[src/rtl/amm_pkt_fifo_slave.sv]
// Avalon-MM slave wrapping a word FIFO with packet accounting.
// Words are pushed/popped through the DATA register. PKT_CNT tracks how many
// complete packets of PACKET_SIZE words are buffered, and irq tells the CPU
// that at least one whole packet is waiting. Read latency is a fixed 1 cycle.
module amm_pkt_fifo_slave #(
    parameter int DATA_W      = 32,
    parameter int DEPTH       = 16,
    parameter int PACKET_SIZE = 4
) (
    input  logic                clk,
    input  logic                reset_n,
    input  logic [1:0]          avs_address,
    input  logic                avs_write,
    input  logic                avs_read,
    input  logic [DATA_W-1:0]   avs_writedata,
    input  logic [DATA_W/8-1:0] avs_byteenable,
    output logic [DATA_W-1:0]   avs_readdata,
    output logic                avs_readdatavalid,
    output logic                irq
);

    localparam int AW   = $clog2(DEPTH);
    localparam int PW   = $clog2(PACKET_SIZE);
    localparam int NPKT = DEPTH / PACKET_SIZE;
    localparam int CW   = $clog2(NPKT + 1);

    localparam logic [AW-1:0] PTR_ONE  = AW'(1);
    localparam logic [AW:0]   FILL_ONE = (AW+1)'(1);
    localparam logic [AW:0]   FILL_MAX = (AW+1)'(DEPTH);
    localparam logic [PW-1:0] WCNT_ONE = PW'(1);
    localparam logic [PW-1:0] WLAST    = PW'(PACKET_SIZE - 1);
    localparam logic [CW-1:0] PKT_ONE  = CW'(1);
    localparam logic [CW-1:0] PKT_MAX  = CW'(NPKT);

    localparam logic [1:0] ADDR_DATA   = 2'd0;
    localparam logic [1:0] ADDR_STATUS = 2'd1;
    localparam logic [1:0] ADDR_IRQEN  = 2'd2;
    localparam logic [1:0] ADDR_PKTCNT = 2'd3;

    logic [DATA_W-1:0] mem_q [DEPTH];

    logic [AW-1:0]     wr_ptr_q, wr_ptr_d;
    logic [AW-1:0]     rd_ptr_q, rd_ptr_d;
    logic [AW:0]       fill_q, fill_d;
    logic [PW-1:0]     wcnt_q, wcnt_d;
    logic [PW-1:0]     rcnt_q, rcnt_d;
    logic [CW-1:0]     pkt_cnt_q, pkt_cnt_d;
    logic              irq_en_q, irq_en_d;
    logic              ovf_q, ovf_d;
    logic              udf_q, udf_d;
    logic [DATA_W-1:0] rdata_q, rdata_d;
    logic              rvalid_q, rvalid_d;
    logic              irq_q, irq_d;

    logic        empty, full;
    logic        wr_cmd, data_wr, data_rd;
    logic        push, pop, ovf_set, udf_set;
    logic        pkt_inc, pkt_dec;
    logic [31:0] status_word;

    // Command decode; a simultaneous read and write is treated as a read only.
    always_comb begin
        empty   = (fill_q == '0);
        full    = (fill_q == FILL_MAX);
        wr_cmd  = avs_write & ~avs_read;
        data_wr = wr_cmd && (avs_address == ADDR_DATA) && (&avs_byteenable);
        data_rd = avs_read && (avs_address == ADDR_DATA);
        push    = data_wr & ~full;
        ovf_set = data_wr & full;
        pop     = data_rd & ~empty;
        udf_set = data_rd & empty;
        pkt_inc = push && (wcnt_q == WLAST);
        pkt_dec = pop && (rcnt_q == WLAST);
    end

    // STATUS register image built from current (pre-update) state.
    always_comb begin
        status_word       = '0;
        status_word[7:0]  = 8'(fill_q);
        status_word[16]   = empty;
        status_word[17]   = full;
        status_word[18]   = (pkt_cnt_q != '0);
        status_word[19]   = ovf_q;
        status_word[20]   = udf_q;
    end

    // Read data mux; holds the last value when no read is presented.
    always_comb begin
        rdata_d  = rdata_q;
        rvalid_d = avs_read;
        if (avs_read) begin
            rdata_d = '0;
            case (avs_address)
                ADDR_DATA:   if (!empty) rdata_d = mem_q[rd_ptr_q];
                ADDR_STATUS: rdata_d = DATA_W'(status_word);
                ADDR_IRQEN:  rdata_d[0] = irq_en_q;
                ADDR_PKTCNT: rdata_d = DATA_W'(pkt_cnt_q);
                default:     rdata_d = '0;
            endcase
        end
    end

    // Next-state for pointers, counters, flags and the interrupt.
    always_comb begin
        wr_ptr_d  = wr_ptr_q;
        rd_ptr_d  = rd_ptr_q;
        fill_d    = fill_q;
        wcnt_d    = wcnt_q;
        rcnt_d    = rcnt_q;
        pkt_cnt_d = pkt_cnt_q;
        irq_en_d  = irq_en_q;
        ovf_d     = ovf_q;
        udf_d     = udf_q;

        if (push) begin
            wr_ptr_d = wr_ptr_q + PTR_ONE;
            wcnt_d   = (wcnt_q == WLAST) ? '0 : wcnt_q + WCNT_ONE;
        end
        if (pop) begin
            rd_ptr_d = rd_ptr_q + PTR_ONE;
            rcnt_d   = (rcnt_q == WLAST) ? '0 : rcnt_q + WCNT_ONE;
        end
        if (push && !pop)
            fill_d = fill_q + FILL_ONE;
        else if (pop && !push)
            fill_d = fill_q - FILL_ONE;

        if (pkt_inc && !pkt_dec && (pkt_cnt_q != PKT_MAX))
            pkt_cnt_d = pkt_cnt_q + PKT_ONE;
        else if (pkt_dec && !pkt_inc && (pkt_cnt_q != '0))
            pkt_cnt_d = pkt_cnt_q - PKT_ONE;

        if (wr_cmd && (avs_address == ADDR_STATUS)) begin
            if (avs_writedata[19]) ovf_d = 1'b0;
            if (avs_writedata[20]) udf_d = 1'b0;
        end
        if (ovf_set) ovf_d = 1'b1;
        if (udf_set) udf_d = 1'b1;

        if (wr_cmd && (avs_address == ADDR_IRQEN))
            irq_en_d = avs_writedata[0];
    end

    // irq follows the registered enable and packet count one cycle later.
    always_comb begin
        irq_d = irq_en_q & (pkt_cnt_q != '0);
    end

    // State registers with synchronous active-low reset.
    always_ff @(posedge clk) begin
        if (!reset_n) begin
            wr_ptr_q  <= '0;
            rd_ptr_q  <= '0;
            fill_q    <= '0;
            wcnt_q    <= '0;
            rcnt_q    <= '0;
            pkt_cnt_q <= '0;
            irq_en_q  <= 1'b0;
            ovf_q     <= 1'b0;
            udf_q     <= 1'b0;
            rdata_q   <= '0;
            rvalid_q  <= 1'b0;
            irq_q     <= 1'b0;
        end else begin
            wr_ptr_q  <= wr_ptr_d;
            rd_ptr_q  <= rd_ptr_d;
            fill_q    <= fill_d;
            wcnt_q    <= wcnt_d;
            rcnt_q    <= rcnt_d;
            pkt_cnt_q <= pkt_cnt_d;
            irq_en_q  <= irq_en_d;
            ovf_q     <= ovf_d;
            udf_q     <= udf_d;
            rdata_q   <= rdata_d;
            rvalid_q  <= rvalid_d;
            irq_q     <= irq_d;
        end
    end

    // FIFO storage; not reset, stale words are unreachable once pointers clear.
    always_ff @(posedge clk) begin
        if (push) mem_q[wr_ptr_q] <= avs_writedata;
    end

    assign avs_readdata      = rdata_q;
    assign avs_readdatavalid = rvalid_q;
    assign irq               = irq_q;

endmodule

[config.mk]
export PLATFORM = sky130hd
export DESIGN_NAME = amm_pkt_fifo_slave
export DESIGN_NICKNAME = d
export VERILOG_FILES = /design/src/rtl/amm_pkt_fifo_slave.sv
export SDC_FILE = /design/constraint.sdc
export NUM_CORES = 1
export LEC_CHECK = 0
export CAP_MARGIN = 20
export CORE_MARGIN = 4
export CORE_UTILIZATION = 55
export CTS_CLUSTER_DIAMETER = 80
export CTS_CLUSTER_SIZE = 8
export DETAILED_ROUTE_END_ITERATION = 8
export PLACE_DENSITY = 0.73
export SETUP_SLACK_MARGIN = 0.05
export SYNTH_ARGS = -nofsm -noshare
export SYNTH_HDL_FRONTEND = slang
export SYNTH_SLANG_ARGS = --single-unit
[constraint.sdc]
create_clock -name clk -period 8.31 [get_ports clk]
set_input_delay 1.2465 -clock clk [delete_from_list [all_inputs] [get_ports clk]]
set_output_delay 1.2465 -clock clk [all_outputs]
set_load 0.05 [all_outputs]
# == After elaboration in Yosys (flattened, before gate mapping) ==
# Memories as Yosys holds them, arrays and structs flattened. A register that Yosys moved wholly into a read port is not among the register bits.
# Cells that the tools add are included.
# totals
output_inout_bits,34
ff_bits,57
ram_bits,512
mem_count,1
# op_classes
mux,19
add_sub_neg,8
reduce_logical,29
bitwise,9
n_eq_ne,7
# memory_table
name,depth,width,rd,rd_clocked_by_memory_dff,wr,line,source
mem_q,16,32,1,1,1,40,logic [DATA_W-1:0] mem_q [DEPTH];
# ops
operator,count
$pmux W31 S3,1
$mux W32,1
$logic_and A1 B1 Y1,13
$reduce_bool A2 Y1,6
$mux W5,2
$add A4 B1 Y4 const B,2
$eq A2 B2 Y1 const B,4
$mux W1,8
$mux W4,2
$and A1 B1 Y1,6
$mux W3,2
$add A5 B1 Y5 const B,1
$eq A5 B5 Y1 const B,1
$logic_not A5 Y1,1
$sub A5 B1 Y5 const B,1
$add A2 B1 Y2 const B,2
$logic_not A1 Y1,4
$mux W2,2
$pmux W1 S4,1
$reduce_and A2 Y1,2
$reduce_and A4 Y1,1
$add A3 B1 Y3 const B,1
$ne A3 B3 Y1 const B,1
$not A1 Y1,3
other kinds (4),4

# == Depth between registers and ports, before layout ==
# logic_depth
ltp_word,11
mapped_depth,12
depth_no_buf,11

# == Worst setup path after synthesis ==
# OpenSTA, ideal clock, no wires.
# synth_path
path_type,input to register
startpoint,input port avs_read
endpoint,"memory mem_q[0][0], enable pin"
setup_time_ns,0.461
t_required_ns,7.849
slack_ns,3.342
cell_stages,6
arrival_time_ns,4.507
cell_sequence,clkbuf_1 -> nand2b_1 -> a2111oi_4 -> buf_4 -> nand2_1 -> nor3_1
# synth_via
elab_chain_len,7
# synth_lines
element,line,source
from (decl),14,"input logic avs_read,"
$not A1 Y1,65,wr_cmd = avs_write & ~avs_read;
$and A1 B1 Y1,65,
$logic_and A1 B1 Y1 (2 in series),66,data_wr = wr_cmd && (avs_address == ADDR_DATA) && (&avs_byteenable);
$and A1 B1 Y1,68,push = data_wr & ~full;
via push,57,"logic push, pop, ovf_set, udf_set;"
$mux W1,182,if (push) mem_q[wr_ptr_q] <= avs_writedata;
$mux W1 (implied by the code),182,
to (decl),40,
# The timed path passes the listed nets, and every way through them passes these cells.

# == Final worst setup path ==
# layout_path
startpoint,input port avs_read
endpoint,"memory mem_q[2][25], enable pin"
# layout_via
elab_chain_len,7
# layout_lines
element,line
$not A1 Y1,65
$and A1 B1 Y1,65
$logic_and A1 B1 Y1 (2 in series),66
$and A1 B1 Y1,68
$mux W1,182
$mux W1 (implied by the code),182
# Every way passes these cells.

==> impl_metrics.json <==
{
  "n_antenna_cell": 0,
  "ios": 76,
  "antenna_found_initial": 0,
  "area_delta_synth_final_pct": 17.0,
  "max_slew_margin_pct": 26.4,
  "ant_nets": 0,
  "vias": 10900,
  "grt_util_met1_pct": 30.2,
  "cts-resized-gates": 0,
  "drc": 0,
  "max_stage_delay_ns": 0.90,
  "h-tree-depth": 3,
  "min_period_over_period_pct": 54.1,
  "wl_per_cell_um": 26.1,
  "hp-class": "reg2reg",
  "maxSlewViolCount": 0,
  "wl_um": 46700,
  "cts_tree": "built",
  "p_total_mw": 6.32,
  "worstPathRequired_ns": 8.58,
  "worstPathArrival_ns": 4.76,
  "synth_ff_type": "edfxtp_1",
  "powerDensity_nw_per_um2": 244,
  "grt_busiest_layer": "met2",
  "finalSetupTns_ns": 0,
  "multi_input_area_sq_um": 5300,
  "cts_buffers": 81,
  "final-setup-viol-count": 0,
  "die_w_um": 209,
  "cts_hold_buf": 0,
  "synth-edff-count": 512,
  "drive_gt1_share_pct": 21.9,
  "yosysUniqueCellTypes": 51,
  "cts.reportedPaths.clkPinSlew_ns": 0.05,
  "floorplan.rows": 73,
  "place_ws_ns": 3.16,
  "startpoint_type": "input port",
  "critPathBufInv": 3,
  "place_congestion": 0.780,
  "post_cts_buffers": 0,
  "fin_skew_ns": 0.0237,
  "seq_area_sq_um": 16600,
  "grt_util_all_layers_pct": 21.7,
  "initial_core_util_pct": 55.7,
  "dpl.cell_count": 1652,
  "status": "finished, final reports clean",
  "io_buffers": 75,
  "cts_root_buf": "clkbuf_16",
  "die_h_um": 209,
  "tightest_slew_ns": 1.10,
  "synth-seq-cells": 573,
  "hold_slack_ns": 0.474,
  "min_period_ns": 4.49,
  "drt_iter0_markers": 1048,
  "syn_inst": 1089,
  "cp_max_fo": 28,
  "synth.avg_cell_area_sq_um": 20.4,
  "overflow": 0,
  "die-area_sq_um": 43600,
  "grt_pass1_vias": 11600,
  "grt_max_degree": 81,
  "ir_drop_v": 0.000187,
  "first_pass_iters": 7,
  "async_flop_share_pct": 0,
  "synth_nets": 1144,
  "endpoint_kind": "flip-flop",
  "clock_latency_ns": 0.61,
  "cp_cell_sequence": "clkdlybuf4s50_1 > nand2b_1 > a2111oi_4 > buf_4 > nand2_1 > nor3_2 > buf_4",
  "dpl.hpwl_um": 25500,
  "cp_slowest_cell": "clkdlybuf4s50_1",
  "met3_usage_pct": 5.03,
  "drv_cap": 0,
  "viasPerCell": 6.11,
  "setup_ws_ns": 3.82,
  "p_leak_nw": 8.03,
  "synth_seq_area_share_pct": 74.9,
  "syn-cell-area_sq_um": 22200,
  "yosys_warnings": 0,
  "cp_common_cell": "buf_4",
  "clk_path_buf_depth": 3,
  "fmax_mhz": 223,
  "cp_top_family": "buffers and inverters",
  "met2_usage_pct": 34.9,
  "layout_common_cells": "512 x edfxtp_1, 129 x mux4_2, 82 x clkbuf_16",
  "mostFrequentLayoutCell": "edfxtp_1",
  "layout.nets": 1265,
  "cts.sink_count": 573,
  "rsz0062_at_grt": "no",
  "fillers": 2667,
  "final_cells": 1788,
  "grt_pass1_wl_um": 71800,
  "core_sq_um": 39800,
  "finalHoldViolCount": 0,
  "critical_path_class": "in2reg"
}
synth_stat cells (all sizes together), types with 11 or more instances:
cell,instances,share of area [%]
a211oi,22,0.75
a21oi,35,0.81
a22o,22,0.87
and2,12,0.34
buf,37,1.2
clkbuf,24,0.41
dfxtp,61,5.5
edfxtp,512,69
ha,11,0.62
mux2i,32,1.4
mux4,131,13
nand2,28,0.49
nand3,15,0.34
nor2,22,0.37
nor2b,37,1.0
o21ai,16,0.40
worst paths after layout:
path / startpoint / endpoint / slack (ns) / depth (start not counted)
min: rd_ptr_q[3]$_SDFFE_PN0P_ / flip-flop / 0.47 / 2
min reg2reg: rd_ptr_q[3]$_SDFFE_PN0P_ / flip-flop / 0.47 / 2
max reg2reg: flip-flop / avs_readdata[18]$_SDFFE_PN0P_ / 4.78 / 6
max: avs_read / mem_q[2][25]$_DFFE_PP_ / 3.82 / 7
tightest hold or removal path: cells and delay by family, from the launching register on:
kind            cells  cell delay (ns)
flops               1             0.30
compound gates      2             0.13
routing by layer:
metal	up-vias	share of wire, %
met4	0	2.4
met2	428	50
met3	82	7.1
li1	4728	-
met5	-	0
met1	5695	41
cells by family (layout without fill, tap and decap cells):
| kind of cell | count (synthesis) | after routing | synth area share [%] |
|---|---|---|---|
| buf+inv | 67 | 241 | 1.72 |
| compound gates | 121 | 121 | 3.92 |
| simple gates | 139 | 139 | 3.34 |
| mux | 167 | 167 | 15.0 |
| xor+xnor | 9 | 9 | 0.356 |
| fa+ha+maj | 13 | 13 | 0.801 |
| flops | 573 | 573 | 74.9 |
registers in the layout, summed over array words and instances, names as in the netlist, named ones only:
| register | count |
|---|---|
| avs_readdata | 32 |
| avs_readdatavalid | 1 |
| fill_q | 5 |
| irq | 1 |
| irq_en_q | 1 |
| mem_q | 512 |
| ovf_q | 1 |
| pkt_cnt_q | 3 |
| rcnt_q | 2 |
| rd_ptr_q | 4 |
| udf_q | 1 |
| wcnt_q | 2 |
| wr_ptr_q | 4 |
where the power goes:
group / switching [mW] / internal, mW / total [mW]
Sequential: 0.00772 / 3.14 / 3.15
Combinational: 0.0885 / 0.0547 / 0.143
Clock: 1.18 / 1.83 / 3.02
metrics by stage:
stage	utilization, %	area, sq um
3_3_place_gp	59.1	23500
2_1_floorplan	-	22200
4_1_cts	65.1	25900
3_5_place_dp	59.2	23600
6_report	65.1	25900
5_1_grt	65.1	25900
final cells by class:
class,instances,share of cell area [%]
clock buffer,129,8.59
clock inverter,7,0.502
multi-input combinational,449,20.4
sequential,573,64.0
tap,525,2.53
inverter,6,0.0868
timing repair buffer,99,3.79
(Power assumes the default switching activity.)
